**config.mk**
```make
export PLATFORM = sky130hd
export DESIGN_NAME = peak_detect_ctrl
export DESIGN_NICKNAME = d
export VERILOG_FILES = /design/src/rtl/peak_detect_ctrl.sv
export SDC_FILE = /design/constraint.sdc
export NUM_CORES = 1
export LEC_CHECK = 0
export BUFFER_PORTS_ARGS = -buffer_cell sky130_fd_sc_hd__buf_2
export CAP_MARGIN = 20
export CORE_MARGIN = 1
export CORE_UTILIZATION = 30
export DETAILED_ROUTE_END_ITERATION = 8
export GPL_ROUTABILITY_DRIVEN = 1
export GPL_TIMING_DRIVEN = 0
export PLACE_DENSITY = 0.51
export SLEW_MARGIN = 20
export SYNTH_ARGS = -nofsm -noshare
export SYNTH_HDL_FRONTEND = slang
export SYNTH_SLANG_ARGS = --single-unit
```
**constraint.sdc**
```tcl
create_clock -name clk_i -period 1.9 [get_ports clk_i]
set_input_delay 0.38 -clock clk_i [delete_from_list [all_inputs] [get_ports clk_i]]
set_output_delay 0.38 -clock clk_i [all_outputs]
set_load 0.1 [all_outputs]
```
**src/rtl/peak_detect_ctrl.sv**
```systemverilog
// peak_detect_ctrl: frame sequencer driving the Q8.8 peak detection datapath
//   cfg_we_i/cfg_*_i : config write, IDLE only       det_*_o : detector clear/enable/sample/config
//   frame_len_i/start_i/abort_i : frame control      det_peak_i/det_filt_i : detector results
//   s_valid_i/s_ready_o/s_data_i : sample stream     pk_*_o/peak_count_o : tagged peak events
//   busy_o/done_o/cfg_err_o : status
module peak_detect_ctrl #(
  parameter int DATA_WIDTH = 16,
  parameter int LAG_WIDTH  = 6,
  parameter int CNT_WIDTH  = 16,
  parameter int CLEAR_CYC  = 2,
  parameter int PIPE_LAT   = 1
) (
  input  logic                  clk_i,
  input  logic                  rst_ni,
  input  logic                  cfg_we_i,
  input  logic [LAG_WIDTH-1:0]  cfg_lag_i,
  input  logic [15:0]           cfg_threshold_i,
  input  logic [15:0]           cfg_influence_i,
  input  logic [CNT_WIDTH-1:0]  frame_len_i,
  input  logic                  start_i,
  input  logic                  abort_i,
  input  logic                  s_valid_i,
  output logic                  s_ready_o,
  input  logic [DATA_WIDTH-1:0] s_data_i,
  output logic                  det_rst_o,
  output logic                  det_en_o,
  output logic [DATA_WIDTH-1:0] det_sample_o,
  output logic [LAG_WIDTH-1:0]  det_lag_o,
  output logic [15:0]           det_threshold_o,
  output logic [15:0]           det_influence_o,
  input  logic                  det_peak_i,
  input  logic [DATA_WIDTH-1:0] det_filt_i,
  output logic                  pk_valid_o,
  output logic [CNT_WIDTH-1:0]  pk_index_o,
  output logic [DATA_WIDTH-1:0] pk_value_o,
  output logic [CNT_WIDTH-1:0]  peak_count_o,
  output logic                  busy_o,
  output logic                  done_o,
  output logic                  cfg_err_o
);
  localparam int CW = $clog2(CLEAR_CYC + PIPE_LAT + 1);
  typedef enum logic [2:0] {IDLE, CLEAR, WARMUP, RUN, DRAIN} state_t;
  typedef struct packed {logic v; logic w; logic [CNT_WIDTH-1:0] idx;} tag_t;
  state_t                state_q, state_d;
  logic [CW-1:0]         cnt_q, cnt_d;
  logic [LAG_WIDTH-1:0]  lag_q, lag_d, warm_q, warm_d;
  logic [15:0]           thr_q, thr_d, inf_q, inf_d;
  logic [CNT_WIDTH-1:0]  len_q, len_d, idx_q, idx_d, pk_index_q, pk_index_d, peak_count_q, peak_count_d;
  logic [DATA_WIDTH-1:0] sample_q, sample_d, pk_value_q, pk_value_d;
  logic                  det_rst_q, det_rst_d, pk_valid_q, pk_valid_d, done_q, done_d, cfg_err_q, cfg_err_d;
  tag_t                  det_tag_q, det_tag_d;
  tag_t                  tag_q [PIPE_LAT];
  tag_t                  tag_d [PIPE_LAT];
  logic                  acc, abort_hit, last, peak_hit;
  assign s_ready_o       = state_q == WARMUP || state_q == RUN;
  assign busy_o          = state_q != IDLE;
  assign det_rst_o       = det_rst_q;
  assign det_en_o        = det_tag_q.v;
  assign det_sample_o    = sample_q;
  assign det_lag_o       = lag_q;
  assign det_threshold_o = thr_q;
  assign det_influence_o = inf_q;
  assign pk_valid_o      = pk_valid_q;
  assign pk_index_o      = pk_index_q;
  assign pk_value_o      = pk_value_q;
  assign peak_count_o    = peak_count_q;
  assign done_o          = done_q;
  assign cfg_err_o       = cfg_err_q;
  always_comb begin
    state_d   = state_q;
    cnt_d     = cnt_q;
    lag_d     = lag_q;
    thr_d     = thr_q;
    inf_d     = inf_q;
    warm_d    = warm_q;
    len_d     = len_q;
    done_d    = 1'b0;
    acc       = s_ready_o & s_valid_i;
    abort_hit = abort_i & busy_o;
    last      = acc & (idx_q + CNT_WIDTH'(1) == len_q);
    // the oldest tag lines up with the detector's current result
    peak_hit  = tag_q[PIPE_LAT-1].v & ~tag_q[PIPE_LAT-1].w & det_peak_i & ~abort_hit;
    det_tag_d = {acc, idx_q < CNT_WIDTH'(lag_q), idx_q};
    sample_d  = acc ? s_data_i : sample_q;
    idx_d     = acc ? idx_q + CNT_WIDTH'(1) : idx_q;
    tag_d[0]  = det_tag_q;
    for (int i = 1; i < PIPE_LAT; i++) tag_d[i] = tag_q[i-1];
    pk_valid_d   = peak_hit;
    pk_index_d   = peak_hit ? tag_q[PIPE_LAT-1].idx : pk_index_q;
    pk_value_d   = peak_hit ? det_filt_i : pk_value_q;
    peak_count_d = (peak_hit && !(&peak_count_q)) ? peak_count_q + CNT_WIDTH'(1) : peak_count_q;
    cfg_err_d    = cfg_we_i & (busy_o | (cfg_lag_i < LAG_WIDTH'(2)));
    if (cfg_we_i && !cfg_err_d) begin
      lag_d = cfg_lag_i;
      thr_d = cfg_threshold_i;
      inf_d = cfg_influence_i;
    end
    case (state_q)
      IDLE: if (start_i && !abort_i) begin
        if (frame_len_i == '0) cfg_err_d = 1'b1;
        else begin
          state_d      = CLEAR;
          cnt_d        = '0;
          len_d        = frame_len_i;
          idx_d        = '0;
          warm_d       = '0;
          peak_count_d = '0;
        end
      end
      CLEAR: begin
        cnt_d = cnt_q + CW'(1);
        if (cnt_q == CW'(CLEAR_CYC - 1)) begin
          state_d = WARMUP;
          cnt_d   = '0;
        end
      end
      WARMUP: if (acc) begin
        warm_d = warm_q + LAG_WIDTH'(1);
        if (warm_d == lag_q) state_d = RUN;
      end
      RUN: state_d = RUN;
      DRAIN: begin
        cnt_d = cnt_q + CW'(1);
        if (cnt_q == CW'(PIPE_LAT)) begin
          state_d = IDLE;
          done_d  = 1'b1;
        end
      end
      default: state_d = IDLE;
    endcase
    if (last) begin
      state_d = DRAIN;
      cnt_d   = '0;
    end
    if (abort_hit) begin
      state_d     = IDLE;
      done_d      = 1'b0;
      det_tag_d.v = 1'b0;
      for (int i = 0; i < PIPE_LAT; i++) tag_d[i] = '0;
    end
    det_rst_d = (state_d == CLEAR) | abort_hit;
  end
  always_ff @(posedge clk_i or negedge rst_ni) begin
    if (!rst_ni) begin
      state_q      <= IDLE;
      cnt_q        <= '0;
      lag_q        <= LAG_WIDTH'(32);
      thr_q        <= 16'd256;
      inf_q        <= 16'd128;
      warm_q       <= '0;
      len_q        <= '0;
      idx_q        <= '0;
      sample_q     <= '0;
      pk_valid_q   <= 1'b0;
      pk_index_q   <= '0;
      pk_value_q   <= '0;
      peak_count_q <= '0;
      det_rst_q    <= 1'b1;
      done_q       <= 1'b0;
      cfg_err_q    <= 1'b0;
      det_tag_q    <= '0;
      tag_q        <= '{default: '0};
    end else begin
      state_q      <= state_d;
      cnt_q        <= cnt_d;
      lag_q        <= lag_d;
      thr_q        <= thr_d;
      inf_q        <= inf_d;
      warm_q       <= warm_d;
      len_q        <= len_d;
      idx_q        <= idx_d;
      sample_q     <= sample_d;
      pk_valid_q   <= pk_valid_d;
      pk_index_q   <= pk_index_d;
      pk_value_q   <= pk_value_d;
      peak_count_q <= peak_count_d;
      det_rst_q    <= det_rst_d;
      done_q       <= done_d;
      cfg_err_q    <= cfg_err_d;
      det_tag_q    <= det_tag_d;
      tag_q        <= tag_d;
    end
  end
endmodule

```
==> impl_metrics.csv <==
group,metric,value,unit
outcome,status,"complete, but fails checks",
floorplan,core,26100,um2
sta,totalNegativeSetupSlack,-11.26,ns
synth,synthSimpleGateAreaFrac,0.140,
setup_path,end_kind,"flip-flop",
grt,grt_pass1_wl,32400,um
floorplan,initial_utilization,0.307,
floorplan,die_h,166,um
setup_path,r2r_start,"state_q[2]",
setup_path,cp.required,2.22,ns
synth,synth-xor-area-share,0.0633,
setup_path,reg2reg_depth,7,
hold_path,min_to,"det_sample_o[9]",
hold_path,hp-start,"s_data_i[9]",
synth,syn-cell-area,8020,um2
sta,period_share,1.12,
clock_tree,clk_pin_slew,0.08,ns
detailed_routing,firstDrtPassIters,6,
placement,place.gp.congestion,0.794,
clock_tree,clk_latency,0.43,ns
sta,worst_pin_slew,0.519,ns
synth,synth_seq_cells,185,
synth,yosysMostFrequentCell,"dfrtp_1",
sta,max_freq,0.469,GHz
synth,ys_top_cells_by_count,"dfrtp_1, mux2_2, nand2_1",
grt,grt_pass1_vias,6029,
power_and_ir_drop,vdd_drop_max,1.32,mV
floorplan,die_x,166,um
placement,dpl.hpwl,13900,um
sta,fin_ws,-0.231,ns
setup_path,path_class,"flip-flop to flip-flop",
synth,synth_area_leaders,"dfrtp_1, mux2_2, nand2_1",
finish,syn_to_final_growth,45.2,%
grt,grt_use_total,0.155,
synth,synthAdderAreaFrac,0.0156,
clock_tree,h-tree-depth,4,
detailed_routing,ant_nets,0,
synth,synth_compound_area_frac,0.0538,
synth,synthMuxAreaShare,0.123,
clock_tree,clockBufferDepth,2,
clock_tree,tritoncts,"built",
synth,seq_area_frac_synth,0.578,
sta,rsz0062_at_grt,"yes",
setup_path,critPathMaxFanout,5,
floorplan,pin_count,202,
power_and_ir_drop,powerDensity,1790,nW/um2
synth,synth-edff-count,0,
detailed_routing,vias_per_cell,4.58,
sta,final_max_slew_viol_count,0,
setup_path,arrival,2.45,ns
finish,drive_above_1_share,0.524,
setup_path,r2r-end,"pk_value_o[8]",
synth,synth_cells,675,
outcome,violations,"design-rule violations, negative setup slack",
clock_tree,cts_buffers,17,
finish,fillers,2549,
finish,multiInputGateArea,3700,um2
grt,grt_overflow,0,
detailed_routing,routed-wl-met2,10300,um
setup_path,slowest_stage,"or3_4",
synth,postSynthAreaPerCell,11.9,um2
clock_tree,clock_sinks,185,
setup_path,max_stage_delay,0.47,ns
synth,yosysTopAreaCellShare,0.565,
sta,fin_skew,0.0121,ns
sta,period_needed,2.13,ns
setup_path,crit_chain,"o31a_1 -> or3_4 -> clkinv_8 -> buf_4 -> buf_8 -> clkbuf_16 -> mux2_2",
setup_path,r2r_slack,-0.23,ns
detailed_routing,drc_errors,32,
synth,ys_warn_count,0,
synth,synth-main-ff-cell,"dfrtp_1",
sta,hold_viol,0,
grt,grt_max_degree,97,
synth,syn_nets,778,
synth,async_flop_share,1.00,
sta,final-setup-viol-count,102,
power_and_ir_drop,p_leak,5.64,nW
sta,timing.hold.ws,0.127,ns
synth,yosys.area.top_type,"dfrtp_1",
detailed_routing,wl_met1,9300,um
hold_path,hp-class,"input port to flip-flop",
finish,seqCellArea,4690,um2
detailed_routing,wl_per_cell,16.3,um
finish,nNetsFinal,1058,
detailed_routing,drtIter0Drc,251,
floorplan,num_rows,59,
hold_path,whs_path_depth,3,
synth,synth_top_family_by_area,"simple AND/OR/NAND/NOR gates",
synth,synth_cell_types,54,
power_and_ir_drop,p_total,20.8,mW
detailed_routing,via_count,5980,
clock_tree,cts_root_buf,"clkbuf_16",
detailed_routing,routed_wl,21300,um
detailed_routing,top_layer,"met5",
grt,antenna_found_initial,5,
flow_run,cap_violations,0,
placement,io_buffer_count,201,
sta,relSlewSlack,0.654,
detailed_routing,wl_met3,1270,um
floorplan,dieArea,27400,um2
setup_path,start_kind,"flip-flop",
==> registers in the layout (all words and copies together), names as in the netlist <==
signal	cells
len_q	16
tag_q	18
cnt_q	2
state_q	3
peak_count_o	16
pk_valid_o	1
pk_value_o	16
det_tag_q	17
cfg_err_o	1
det_influence_o	16
warm_q	6
det_sample_o	16
idx_q	16
det_threshold_o	16
done_o	1
det_en_o	1
det_rst_o	1
det_lag_o	6
pk_index_o	16
==> final cells by class <==
cell class / count / area share
Clock buffer: 18 / 0.0377
Multi-Input combinational cell: 442 / 0.318
Sequential cell: 185 / 0.403
Clock inverter: 14 / 0.0140
Buffer: 15 / 0.0134
Tap cell: 335 / 0.0360
Antenna cell: 4 / 0.000859
Timing Repair Buffer: 279 / 0.172
Inverter: 15 / 0.00612
==> kinds of logic (layout without fill, tap and decap cells) <==
group / after synthesis / after routing
AO/OA/AOI/OAI: 57 / 57
flip-flops: 185 / 185
XOR/XNOR: 58 / 58
adder cells (fa/ha/maj): 10 / 10
buffers and inverters: 48 / 341
AND/OR/NAND/NOR: 229 / 229
other: 0 / 4
multiplexers: 88 / 88
==> critical path, delay by kind of cell, from the launching register on <==
family | cells | cell delay, ns
buffers and inverters | 4 | 0.46
DFF | 1 | 0.42
AOI/OAI and AO/OA | 1 | 0.34
and+or+nand+nor | 1 | 0.47
muxes | 1 | 0.32
==> what timing repair did <==
item                                    CTS  global route
pin swaps                                32            33
endpoints found under the setup margin  137           138
endpoints found under the hold margin     7             0
setup buffers                            47            26
hold buffers                              1             0
gates cloned                              6             5
gates resized for setup                 118           109
==> through the flow <==
step / util / setup slack (ns) / area [um2] / cells
final: 0.446 / -0.231 / 11600 / 1307
after global routing: 0.446 / -0.304 / 11600 / 1304
after CTS: 0.425 / -0.302 / 11100 / 1288
after global placement: 0.367 / -3.46 / 9600 / 1211
after floorplan: - / -0.229 / 8170 / 675
after detailed placement: 0.370 / -0.762 / 9660 / 1213
==> metal layers <==
layer  vias up  global-route usage
met1      2926               0.192
met4         4              0.0550
met3        28              0.0490
li1       2871                   -
met5         -                   0
met2       151               0.254
==> power breakdown <==
part	switching, mW	total, mW	internal (mW)
Clock	1.70	3.61	1.91
Combinational	8.32	11.4	3.09
Sequential	0.712	5.79	5.08
Total	10.7	20.8	10.1
==> cells in the final DEF (no fill, tap or decap), types with 4 or more instances in the layout <==
cell type	count
a21oi_2	5
nor3_1	5
and3_1	5
nand4_1	6
nor2b_1	25
buf_6	21
a21oi_1	8
nand2_1	78
nand3_1	15
buf_8	13
buf_12	9
mux2_4	36
nor2_2	6
mux2_2	49
diode_2	4
o21ai_2	4
ha_1	8
buf_4	37
nor2_1	36
xor2_1	25
xnor2_2	4
inv_1	13
clkinvlp_4	5
buf_2	199
nand2b_1	4
o21ai_0	6
dfrtp_1	154
o21ai_1	5
dfstp_2	4
clkbuf_16	22
buf_16	4
nor4_1	7
a21o_1	4
nor3_4	7
dfrtp_4	9
dfrtp_2	18
inv_8	4
xnor2_1	27
==> worst max-delay path by stage <==
stage | to | startpoint | slack [ns] | cells after the start
after floorplan | state_q[0] | state_q[2] | -0.23 | 7
after global placement | peak_count_o[5] | rst_ni | -3.46 | 1
after detailed placement | cnt_q[0] | idx_q[0] | -0.76 | 7
after CTS | peak_count_o[5] | state_q[2] | -0.30 | 7
after global routing | peak_count_o[7] | state_q[2] | -0.30 | 8
final | pk_value_o[8] | state_q[2] | -0.23 | 7
No activity file was read; power rests on OpenSTA's default activity.
